===== src/rtl/seg7_pkg.sv =====
// Shared constants for the seven-segment scan capture: active-low glyph codes,
// idle bus values, FSM encoding and small anode-bus helpers.
package seg7_pkg;

  localparam logic [6:0] GLYPH_0 = 7'h40;
  localparam logic [6:0] GLYPH_1 = 7'h79;
  localparam logic [6:0] GLYPH_2 = 7'h24;
  localparam logic [6:0] GLYPH_3 = 7'h30;
  localparam logic [6:0] GLYPH_4 = 7'h19;
  localparam logic [6:0] GLYPH_5 = 7'h12;
  localparam logic [6:0] GLYPH_6 = 7'h02;
  localparam logic [6:0] GLYPH_7 = 7'h78;
  localparam logic [6:0] GLYPH_8 = 7'h00;
  localparam logic [6:0] GLYPH_9 = 7'h10;
  localparam logic [6:0] GLYPH_A = 7'h08;
  localparam logic [6:0] GLYPH_B = 7'h03;
  localparam logic [6:0] GLYPH_C = 7'h46;
  localparam logic [6:0] GLYPH_D = 7'h21;
  localparam logic [6:0] GLYPH_E = 7'h06;
  localparam logic [6:0] GLYPH_F = 7'h0E;

  localparam logic [6:0] SEG_IDLE = 7'h7F;
  localparam logic [3:0] AN_IDLE  = 4'hF;

  typedef enum logic [1:0] {
    IDLE     = 2'd0,
    SETTLING = 2'd1,
    CAPTURED = 2'd2
  } scan_state_e;

  function automatic logic [2:0] low_count(input logic [3:0] an);
    logic [2:0] n;
    n = 3'd0;
    for (int i = 0; i < 4; i++) begin
      n = n + {2'b00, ~an[i]};
    end
    return n;
  endfunction

  // Lowest-numbered active anode; only meaningful when exactly one is low.
  function automatic logic [1:0] low_index(input logic [3:0] an);
    logic [1:0] idx;
    idx = 2'd0;
    for (int i = 3; i >= 0; i--) begin
      if (!an[i]) idx = 2'(i);
    end
    return idx;
  endfunction

endpackage


===== src/rtl/seg7_glyph_decode.sv =====
// Active-low seven-segment pattern to hex nibble; hit_o is low for any pattern
// outside the 16-entry glyph table.
module seg7_glyph_decode
  import seg7_pkg::*;
(
  input  logic [6:0] seg_i,
  output logic [3:0] nibble_o,
  output logic       hit_o
);

  always_comb begin
    nibble_o = 4'h0;
    hit_o    = 1'b1;
    case (seg_i)
      GLYPH_0: nibble_o = 4'h0;
      GLYPH_1: nibble_o = 4'h1;
      GLYPH_2: nibble_o = 4'h2;
      GLYPH_3: nibble_o = 4'h3;
      GLYPH_4: nibble_o = 4'h4;
      GLYPH_5: nibble_o = 4'h5;
      GLYPH_6: nibble_o = 4'h6;
      GLYPH_7: nibble_o = 4'h7;
      GLYPH_8: nibble_o = 4'h8;
      GLYPH_9: nibble_o = 4'h9;
      GLYPH_A: nibble_o = 4'hA;
      GLYPH_B: nibble_o = 4'hB;
      GLYPH_C: nibble_o = 4'hC;
      GLYPH_D: nibble_o = 4'hD;
      GLYPH_E: nibble_o = 4'hE;
      GLYPH_F: nibble_o = 4'hF;
      default: hit_o = 1'b0;
    endcase
  end

endmodule


===== src/rtl/seg7_scan_capture.sv =====
// Receiver for a multiplexed active-low seven-segment bus: waits for each digit to
// settle, decodes it back to hex and rebuilds the 4-digit word with valid/error flags.
//   state    | meaning
//   IDLE     | all anodes high, nothing to capture
//   SETTLING | sample present, waiting for SETTLE stable cycles
//   CAPTURED | current sample consumed, waiting for the bus to change
module seg7_scan_capture
  import seg7_pkg::*;
#(
  parameter int unsigned SETTLE = 4,
  parameter int unsigned CNT_W  = 8
) (
  input  logic        clock,
  input  logic        reset,
  input  logic [6:0]  seven,
  input  logic [3:0]  AN,
  output logic [15:0] digits,
  output logic [3:0]  digit_valid,
  output logic [3:0]  glyph_err,
  output logic        frame_done,
  output logic        bus_err
);

  localparam logic [10:0]      BUS_IDLE = {AN_IDLE, SEG_IDLE};
  localparam logic [CNT_W-1:0] CNT_MAX  = CNT_W'(SETTLE);
  // Counter value on the edge that carries it to SETTLE-1; SETTLE=1 settles one edge after a change.
  localparam logic [CNT_W-1:0] CNT_GATE = (SETTLE >= 2) ? CNT_W'(SETTLE - 2) : '0;

  logic [10:0]      sync1_q, sync2_q, prev_q;
  logic [CNT_W-1:0] cnt_q, cnt_d;
  scan_state_e      state_q, state_d;
  logic [15:0]      digits_q, digits_d;
  logic [3:0]       valid_q, valid_d;
  logic [3:0]       gerr_q, gerr_d;
  logic [3:0]       mask_q, mask_d;
  logic             frame_q, frame_d;
  logic             bus_err_q, bus_err_d;

  logic [3:0] s_an;
  logic [6:0] s_seg;
  logic       changed, settled, all_high, one_low;
  logic [1:0] cap_idx;
  logic [3:0] dec_nibble;
  logic       dec_hit;
  logic       capture;

  assign s_an     = sync2_q[10:7];
  assign s_seg    = sync2_q[6:0];
  assign changed  = (sync2_q != prev_q);
  assign settled  = !changed && (cnt_q == CNT_GATE);
  assign all_high = (s_an == AN_IDLE);
  assign one_low  = (low_count(s_an) == 3'd1);
  assign cap_idx  = low_index(s_an);

  seg7_glyph_decode u_decode (
    .seg_i    (s_seg),
    .nibble_o (dec_nibble),
    .hit_o    (dec_hit)
  );

  always_comb begin
    if (changed) begin
      cnt_d = '0;
    end else if (cnt_q >= CNT_MAX) begin
      cnt_d = cnt_q;
    end else begin
      cnt_d = cnt_q + CNT_W'(1);
    end
  end

  always_comb begin
    state_d   = state_q;
    capture   = 1'b0;
    bus_err_d = 1'b0;
    case (state_q)
      IDLE: begin
        if (!all_high) state_d = SETTLING;
      end
      SETTLING: begin
        if (all_high) begin
          state_d = IDLE;
        end else if (settled) begin
          state_d = CAPTURED;
          if (one_low) capture = 1'b1;
          else         bus_err_d = 1'b1;
        end
      end
      CAPTURED: begin
        if (changed) state_d = all_high ? IDLE : SETTLING;
      end
      default: state_d = IDLE;
    endcase
  end

  // A completed mask is cleared on the pulse edge while still accepting a new digit.
  always_comb begin
    digits_d = digits_q;
    valid_d  = valid_q;
    gerr_d   = gerr_q;
    frame_d  = (mask_q == 4'hF);
    mask_d   = (mask_q == 4'hF) ? 4'h0 : mask_q;
    if (capture) begin
      valid_d[cap_idx] = 1'b1;
      mask_d[cap_idx]  = 1'b1;
      gerr_d[cap_idx]  = !dec_hit;
      if (dec_hit) digits_d[{cap_idx, 2'b00} +: 4] = dec_nibble;
    end
  end

  always_ff @(posedge clock or negedge reset) begin
    if (!reset) begin
      sync1_q   <= BUS_IDLE;
      sync2_q   <= BUS_IDLE;
      prev_q    <= BUS_IDLE;
      cnt_q     <= '0;
      state_q   <= IDLE;
      digits_q  <= 16'h0000;
      valid_q   <= 4'h0;
      gerr_q    <= 4'h0;
      mask_q    <= 4'h0;
      frame_q   <= 1'b0;
      bus_err_q <= 1'b0;
    end else begin
      sync1_q   <= {AN, seven};
      sync2_q   <= sync1_q;
      prev_q    <= sync2_q;
      cnt_q     <= cnt_d;
      state_q   <= state_d;
      digits_q  <= digits_d;
      valid_q   <= valid_d;
      gerr_q    <= gerr_d;
      mask_q    <= mask_d;
      frame_q   <= frame_d;
      bus_err_q <= bus_err_d;
    end
  end

  assign digits      = digits_q;
  assign digit_valid = valid_q;
  assign glyph_err   = gerr_q;
  assign frame_done  = frame_q;
  assign bus_err     = bus_err_q;

endmodule


===== config.mk =====
export PLATFORM = sky130hd
export DESIGN_NAME = seg7_scan_capture
export DESIGN_NICKNAME = d
export VERILOG_FILES = /design/src/rtl/seg7_pkg.sv /design/src/rtl/seg7_glyph_decode.sv /design/src/rtl/seg7_scan_capture.sv
export SDC_FILE = /design/constraint.sdc
export NUM_CORES = 1
export LEC_CHECK = 0
export CAP_MARGIN = 0
export CORE_MARGIN = 3
export CORE_UTILIZATION = 55
export CTS_BUF_LIST = sky130_fd_sc_hd__clkbuf_8 sky130_fd_sc_hd__clkbuf_16
export CTS_CLUSTER_SIZE = 28
export DETAILED_ROUTE_END_ITERATION = 10
export GPL_ROUTABILITY_DRIVEN = 0
export PLACE_DENSITY = 0.79
export SYNTH_ARGS = -nofsm -noshare
export SYNTH_HDL_FRONTEND = slang
export SYNTH_SLANG_ARGS = --single-unit
export TNS_END_PERCENT = 100

===== constraint.sdc =====
create_clock -name clock -period 8.4 [get_ports clock]
set_input_delay 0.84 -clock clock [delete_from_list [all_inputs] [get_ports clock]]
set_output_delay 0.84 -clock clock [all_outputs]
set_load 0.03 [all_outputs]

==> results of run 1 <==
## how the worst max path moves through the flow
stage | endpoint | cells after the start
CTS | digits[5]$_DFFE_PN0P_ | 9
detailed placement | digits[8]$_DFFE_PN0P_ | 9
global placement | digits[5]$_DFFE_PN0P_ | 9
global route | digits[8]$_DFFE_PN0P_ | 9
finish | digits[5]$_DFFE_PN0P_ | 9
floorplan | digits[5]$_DFFE_PN0P_ | 10
## worst register-to-register path: cells and delay by family (launching register included)
| kind | cells | cell delay [ps] |
|---|---|---|
| AOI/OAI and AO/OA | 1 | 490 |
| adders and majority gates | 3 | 800 |
| buffers and inverters | 1 | 60 |
| DFF | 1 | 630 |
| muxes | 1 | 340 |
| and+or+nand+nor | 3 | 1080 |
## cells by family (layout without fill, tap and decap cells)
family	after synthesis	in the layout	synth area share, %
AND/OR/NAND/NOR	83	83	15.0
flip-flops	73	73	56.1
buffers and inverters	36	80	5.11
AO/OA/AOI/OAI	32	32	9.52
multiplexers	22	22	7.18
XOR/XNOR	13	13	3.42
adder cells (fa/ha/maj)	9	9	3.61
## cell usage in the layout, fill, tap and decap left out, types with 2 or more instances in the layout
cell / netlist / layout
dfstp_2: 33 / 33
clkbuf_8: 0 / 9
a21oi_1: 5 / 5
clkinv_2: 0 / 3
or2_2: 6 / 6
nand4b_1: 2 / 2
clkdlybuf4s50_1: 0 / 37
nand2_1: 11 / 11
nor4_1: 2 / 2
inv_1: 24 / 24
or3_1: 3 / 3
a21o_1: 2 / 2
o21ai_0: 6 / 6
nor3_1: 6 / 6
ha_1: 8 / 8
a311oi_4: 4 / 4
mux2_1: 2 / 2
a211oi_1: 2 / 2
mux2_4: 2 / 2
nand2b_1: 6 / 6
nor2_1: 13 / 13
xnor2_1: 12 / 12
clkinv_4: 0 / 2
dfrtp_1: 40 / 40
nor4bb_1: 2 / 2
and3_1: 2 / 2
nand3_1: 3 / 3
nand4_1: 4 / 4
nor3b_1: 2 / 2
or3b_2: 2 / 2
a221oi_1: 2 / 2
and2_1: 7 / 7
and3b_1: 2 / 2
mux2_2: 5 / 5
mux2i_1: 13 / 13
## layer usage
metal  vias up  GRT usage, %
li1       1000             -
met1      1028          23.3
met2        49          29.3
met3         8          7.01
met4         0          7.02
met5         -             0
## registers in the layout (all words and copies together), names as in the netlist
signal and flops:
state_q 2, glyph_err 4, bus_err 1, digit_valid 4, mask_q 4, prev_q 11, sync1_q 11, sync2_q 11
frame_done 1, cnt_q 8, digits 16
## metrics by stage
| step | power (uW) | util, % | hold slack, ps |
|---|---|---|---|
| 2_1_floorplan | 406 | - | 345 |
| 3_3_place_gp | 422 | 65.5 | 346 |
| 3_5_place_dp | 424 | 65.5 | 347 |
| 4_1_cts | 662 | 68.5 | 359 |
| 5_1_grt | 685 | 68.6 | 361 |
| 6_report | 652 | 68.6 | 357 |
## final cells by class
class	instances	area share, %
inverter	24	2.31
tap	72	2.31
clock inverter	7	1.19
sequential	73	48.0
multi-input combinational	159	33.1
timing repair buffer	40	9.96
clock buffer	9	3.18
## power breakdown
group	switching, uW	leakage (uW)	internal (uW)
Sequential	12.5	0.000901	366
Combinational	20.1	0.000674	17.8
Clock	129	0.0000893	106
==> results.cfg, run 1 <==
[place]
placed_cell_area_um2 = 3720
io_buffers = 38
dp_hpwl_um = 4050
dp_cells = 367
place_ws_ps = 4850

[run]
maxCapViolations = 0

[clock_tree]
cts.sinks = 73
cts.path.max_buffers = 2
cts-resized-gates = 0
cts.clk_slew.worst_paths_ps = 70
cts_root_buf = clkbuf_8
htree_num_levels = 3
clock_latency_ps = 350
cts_tree = built
cts_buffers = 9
holdBufCountCts = 0
postCtsSetupBuffers = 0

[synth]
syn_inst = 268
synth_top_flop_cell = dfrtp_1
synth.most_common_cell = dfrtp_1
synth_edf_count = 0
synthesis.area_um2 = 3330
synth_area_leaders = dfrtp_1, dfstp_2, mux2i_1
avgSynthCellArea_um2 = 12.4
seq_area_frac_synth_pct = 56.1
yosys.area.top_type = dfrtp_1
yosysWarnings = 0
synth_cell_types = 61
synth_common_cells = dfrtp_1, dfstp_2, inv_1, mux2i_1, nor2_1
synth_nets = 290
yosysTopAreaCellShare_pct = 30.1
synth_seq_cells = 73
async_flop_share_pct = 100

[drt]
route.met3.wl_um = 303
wl_per_cell_um = 15.0
drtPass1Iterations = 4
wl_um = 5760
antenna_left = 0
route.detailed.drc = 0
routed-wl-met2_um = 2880
wl_met1_um = 2500
vias = 2085
first_iter_violations = 97
top_layer_used = met4
viasPerCell = 5.43

[timing]
rsz0062_at_grt = false
min_period_ps = 3510
tightestPinTransition_ps = 852
fmax_mhz = 285
setup_viol = 0
relSlewSlack_pct = 43.2
fin_worst_skew_ps = 6.19
finalSetupTns_ps = 0
hold_violations = 0
drv_slew = 0
period_share_pct = 41.8
setup_slack_ps = 4890

[final_layout]
ff_latch_area_um2 = 1870
layout.nets = 329
stdcell_count = 384
finish.instance_area_um2 = 3890
num_antenna_cells = 0
syn2layout_area_growth_pct = 17.1
multiInputGateArea_um2 = 1290
final_layout_size_suffix_gt1_share_pct = 24.7
num-fill-cells = 441

[critical_path]
crit_fanout = 9
rrSetupSlack_ps = 4890
rr_startpoint = sync2_q[8]$_DFF_PN1_
worstSetupEndpointType = register
worst_setup_path_start_kind = register
required_ps = 8640
crit_start = sync2_q[8]$_DFF_PN1_
critPathBufInv = 1
worstReg2RegEnd = digits[5]$_DFFE_PN0P_
rr_worst_depth = 9
critical_path_class = reg2reg
arrival_ps = 3750
critPathSlowestCell = or4_1
path_cells = fa_1 > inv_1 > ha_1 > ha_1 > nor3b_1 > nand4_1 > or4_1 > a311oi_4 > mux2_4
critPathTopFamily = simple AND/OR/NAND/NOR gates
crit_top_cell = ha_1
cpPeakStageDelay_ps = 670

[min_path]
worstHoldEndpoint = sync2_q[4]$_DFF_PN1_
worstHoldPathType = reg2reg
hold-path-cell-count = 0
min_from = sync1_q[4]$_DFF_PN1_

[floorplan]
die_h_um = 83.8
dieArea_um2 = 7020
initial_core_util_pct = 58.6
die_x_um = 83.8
rows = 27
core_um2 = 5680
ios = 39

[status]
status = finished clean

[grt]
grt_pass1_wl_um = 10200
antenna_found_initial = 0
grt_start_max_net_pins = 74
grt-ovfl-total = 0
grt_pass1_vias = 2147
grtUsageTotal_pct = 18.6

[power_and_ir_drop]
power.leakage_uw = 0.00166
powerDensity_nw_per_um2 = 167
vdd_ir_drop_max_v = 0.000117
(Power assumes the default switching activity.)
==> run 2: changes to the inputs <==
==> constraint.sdc (replaced) <==
create_clock -name clock -period 3.25 [get_ports clock]
set_input_delay 0.325 -clock clock [delete_from_list [all_inputs] [get_ports clock]]
set_output_delay 0.325 -clock clock [all_outputs]
set_load 0.03 [all_outputs]
==> run 2 against run 1 <==
  * Critical endpoint is now digits[11]$_DFFE_PN0P_
  * Largest power group unchanged
  * Global-route usage fell by 0.11 points
  * Largest cell class unchanged
  * Via count up 2.0%
  * Flip-flop and latch count unchanged
  * Clock power grew to 2.9 times the previous value
  * Core utilization increased by 2.0 points
  * Register-to-register slack got worse by 4800 ps
  * Worst setup slack lost 4800 ps
  * Clock skew barely moved
  * Non-clock buffer count up 10
  * Highest routed layer unchanged
  * Design area rose by 3.0%
  * Total power rose to 2.7 times the previous value
==> results.cfg, run 2 (synthesis results as in run 1) <==
[final_layout]
final_cell_mix = dfrtp_1, clkdlybuf4s50_1, dfstp_2
utilization_pct = 70.7
syn2layout_area_growth_pct = 20.5
final_layout_size_suffix_gt1_share_pct = 26.7
finish.instance_area_um2 = 4010
stdcell_count = 394
largest_reg_flops = 16
mostFrequentLayoutCell = dfrtp_1
layout.nets = 339
num-fill-cells = 429
num_antenna_cells = 0

[drt]
drtPass1Iterations = 5
top_layer_used = met4
route.detailed.drc = 0
viasPerCell = 5.40
wl_met1_um = 2690
wl_um = 5970
wl_per_cell_um = 15.1
routed-wl-met2_um = 2960
route.met3.wl_um = 277
vias = 2126
first_iter_violations = 74
antenna_left = 0

[place]
dp_hpwl_um = 4290
io_buffers = 38
dp_cells = 377
placed_cell_area_um2 = 3790

[grt]
antenna_found_initial = 0
grt-ovfl-total = 0
grt_pass1_wl_um = 10300
grtUsageTotal_pct = 18.5
grt_start_max_net_pins = 27
grt_pass1_vias = 2105

[floorplan]
die_x_um = 83.8
die_h_um = 83.8
initial_core_util_pct = 58.6
rows = 27
core_um2 = 5680
ios = 39
dieArea_um2 = 7020

[timing]
hold_violations = 0
whs_ps = 351
relSlewSlack_pct = 52.4
tightestPinTransition_ps = 712
rsz0062_at_grt = false
finalSetupTns_ps = 0
period_share_pct = 95.9
fmax_mhz = 321
setup_viol = 0
min_period_ps = 3120
fin_worst_skew_ps = 5.95
drv_slew = 0

[critical_path]
cpPeakStageDelay_ps = 530
path_cells = fa_1 > inv_1 > ha_1 > ha_1 > nor3b_2 > nand4_1 > or4_1 > buf_4 > a311oi_4 > buf_4 > mux2i_1
crit_fanout = 8
critPathSlowestCell = fa_1
rr_worst_depth = 11
worst_setup_path_start_kind = register
critical_path_class = reg2reg
arrival_ps = 3370
worstSetupEndpointType = register
required_ps = 3500

[power_and_ir_drop]
power.leakage_uw = 0.00174
vdd_ir_drop_max_v = 0.000299
power_frac_clock_pct = 38.8
power_switching_uw = 411
p_int_uw = 1360
p_sw_share_pct = 23.2
comb_power_share_pct = 6.2
powerDensity_nw_per_um2 = 442
seq_power_share_pct = 55.0

[clock_tree]
cts.clk_slew.worst_paths_ps = 70
cts.path.max_buffers = 2
clock_latency_ps = 330
cts_root_buf = clkbuf_8
cts_tree = built
cts_buffers = 9
htree_num_levels = 3
cts.sinks = 73
postCtsSetupBuffers = 0

[run]
maxCapViolations = 0

[status]
status = finished clean

[min_path]
hold-path-cell-count = 0
worstHoldPathType = reg2reg
[run 2: cell types whose count changed in the layout (fill, tap and decap cells not counted)]
cell / change
buf_4: +10
clkbuf_16: +1
clkbuf_2: -1
clkbuf_8: +2
clkinv_2: -2
clkinv_4: -1
clkinvlp_4: -1
dlygate4sd3_1: +1
inv_1: +1
nor3b_1: -1
nor3b_2: +1
[run 2: through the flow]
step,total power (uW),setup WS [ps]
floorplan,1050,104
global route,1860,17.1
detailed placement,1100,48.3
finish,1770,132
global placement,1090,195
CTS,1790,57.2
[run 2: worst paths after layout]
kind | startpoint | endpoint | slack [ps]
max in group asynchronous | reset | prev_q[7]$_DFF_PN1_ | 1990
worst max-delay path | sync2_q[7]$_DFF_PN1_ | digits[11]$_DFFE_PN0P_ | 130
min in group asynchronous | reset | cnt_q[0]$_DFFE_PN0P_ | 490
worst max register to register | sync2_q[7]$_DFF_PN1_ | digits[11]$_DFFE_PN0P_ | 130
worst min register to register | sync1_q[9]$_DFF_PN1_ | sync2_q[9]$_DFF_PN1_ | 350
worst min-delay path | sync1_q[9]$_DFF_PN1_ | sync2_q[9]$_DFF_PN1_ | 350
[run 2: layout make-up]
type                       instances  area (um2)  area share (%)
clock inverter                     4        23.8           0.593
sequential                        73        1870            46.6
multi-input combinational        159        1290            32.3
timing repair buffer              50         468            11.7
inverter                          24        90.1            2.25
clock buffer                      12         176            4.40
tap                               72        90.1            2.25
[run 2: worst max-delay path, delay by kind of cell, from the launching register on]
kind / cells / cell delay (ps)
AND/OR/NAND/NOR: 3 / 740
buffers and inverters: 3 / 430
AO/OA/AOI/OAI: 1 / 320
adder cells (fa/ha/maj): 3 / 980
multiplexers: 1 / 180
flip-flops: 1 / 380
[run 2: timing repair]
action,4_1_cts,5_1_grt
resized for setup,0,1
endpoints found under the setup margin,0,10
hold endpoints to repair,20,0
hold buffers,1,0
[run 2: metal layers]
metal / vias up / track usage [%]
met5: - / 0
met4: 0 / 6.14
met3: 4 / 4.44
met2: 62 / 29.8
met1: 1048 / 24.5
li1: 1012 / -
[run 2: power by group through the flow]
| stage | Combinational [uW] | Clock [uW] | Sequential [uW] |
|---|---|---|---|
| 2_1_floorplan | 73.2 | 0 | 976 |
| 3_3_place_gp | 105 | 0 | 990 |
| 3_5_place_dp | 108 | 0 | 991 |
| 4_1_cts | 110 | 703 | 975 |
| 5_1_grt | 124 | 755 | 980 |
| 6_report | 110 | 687 | 976 |
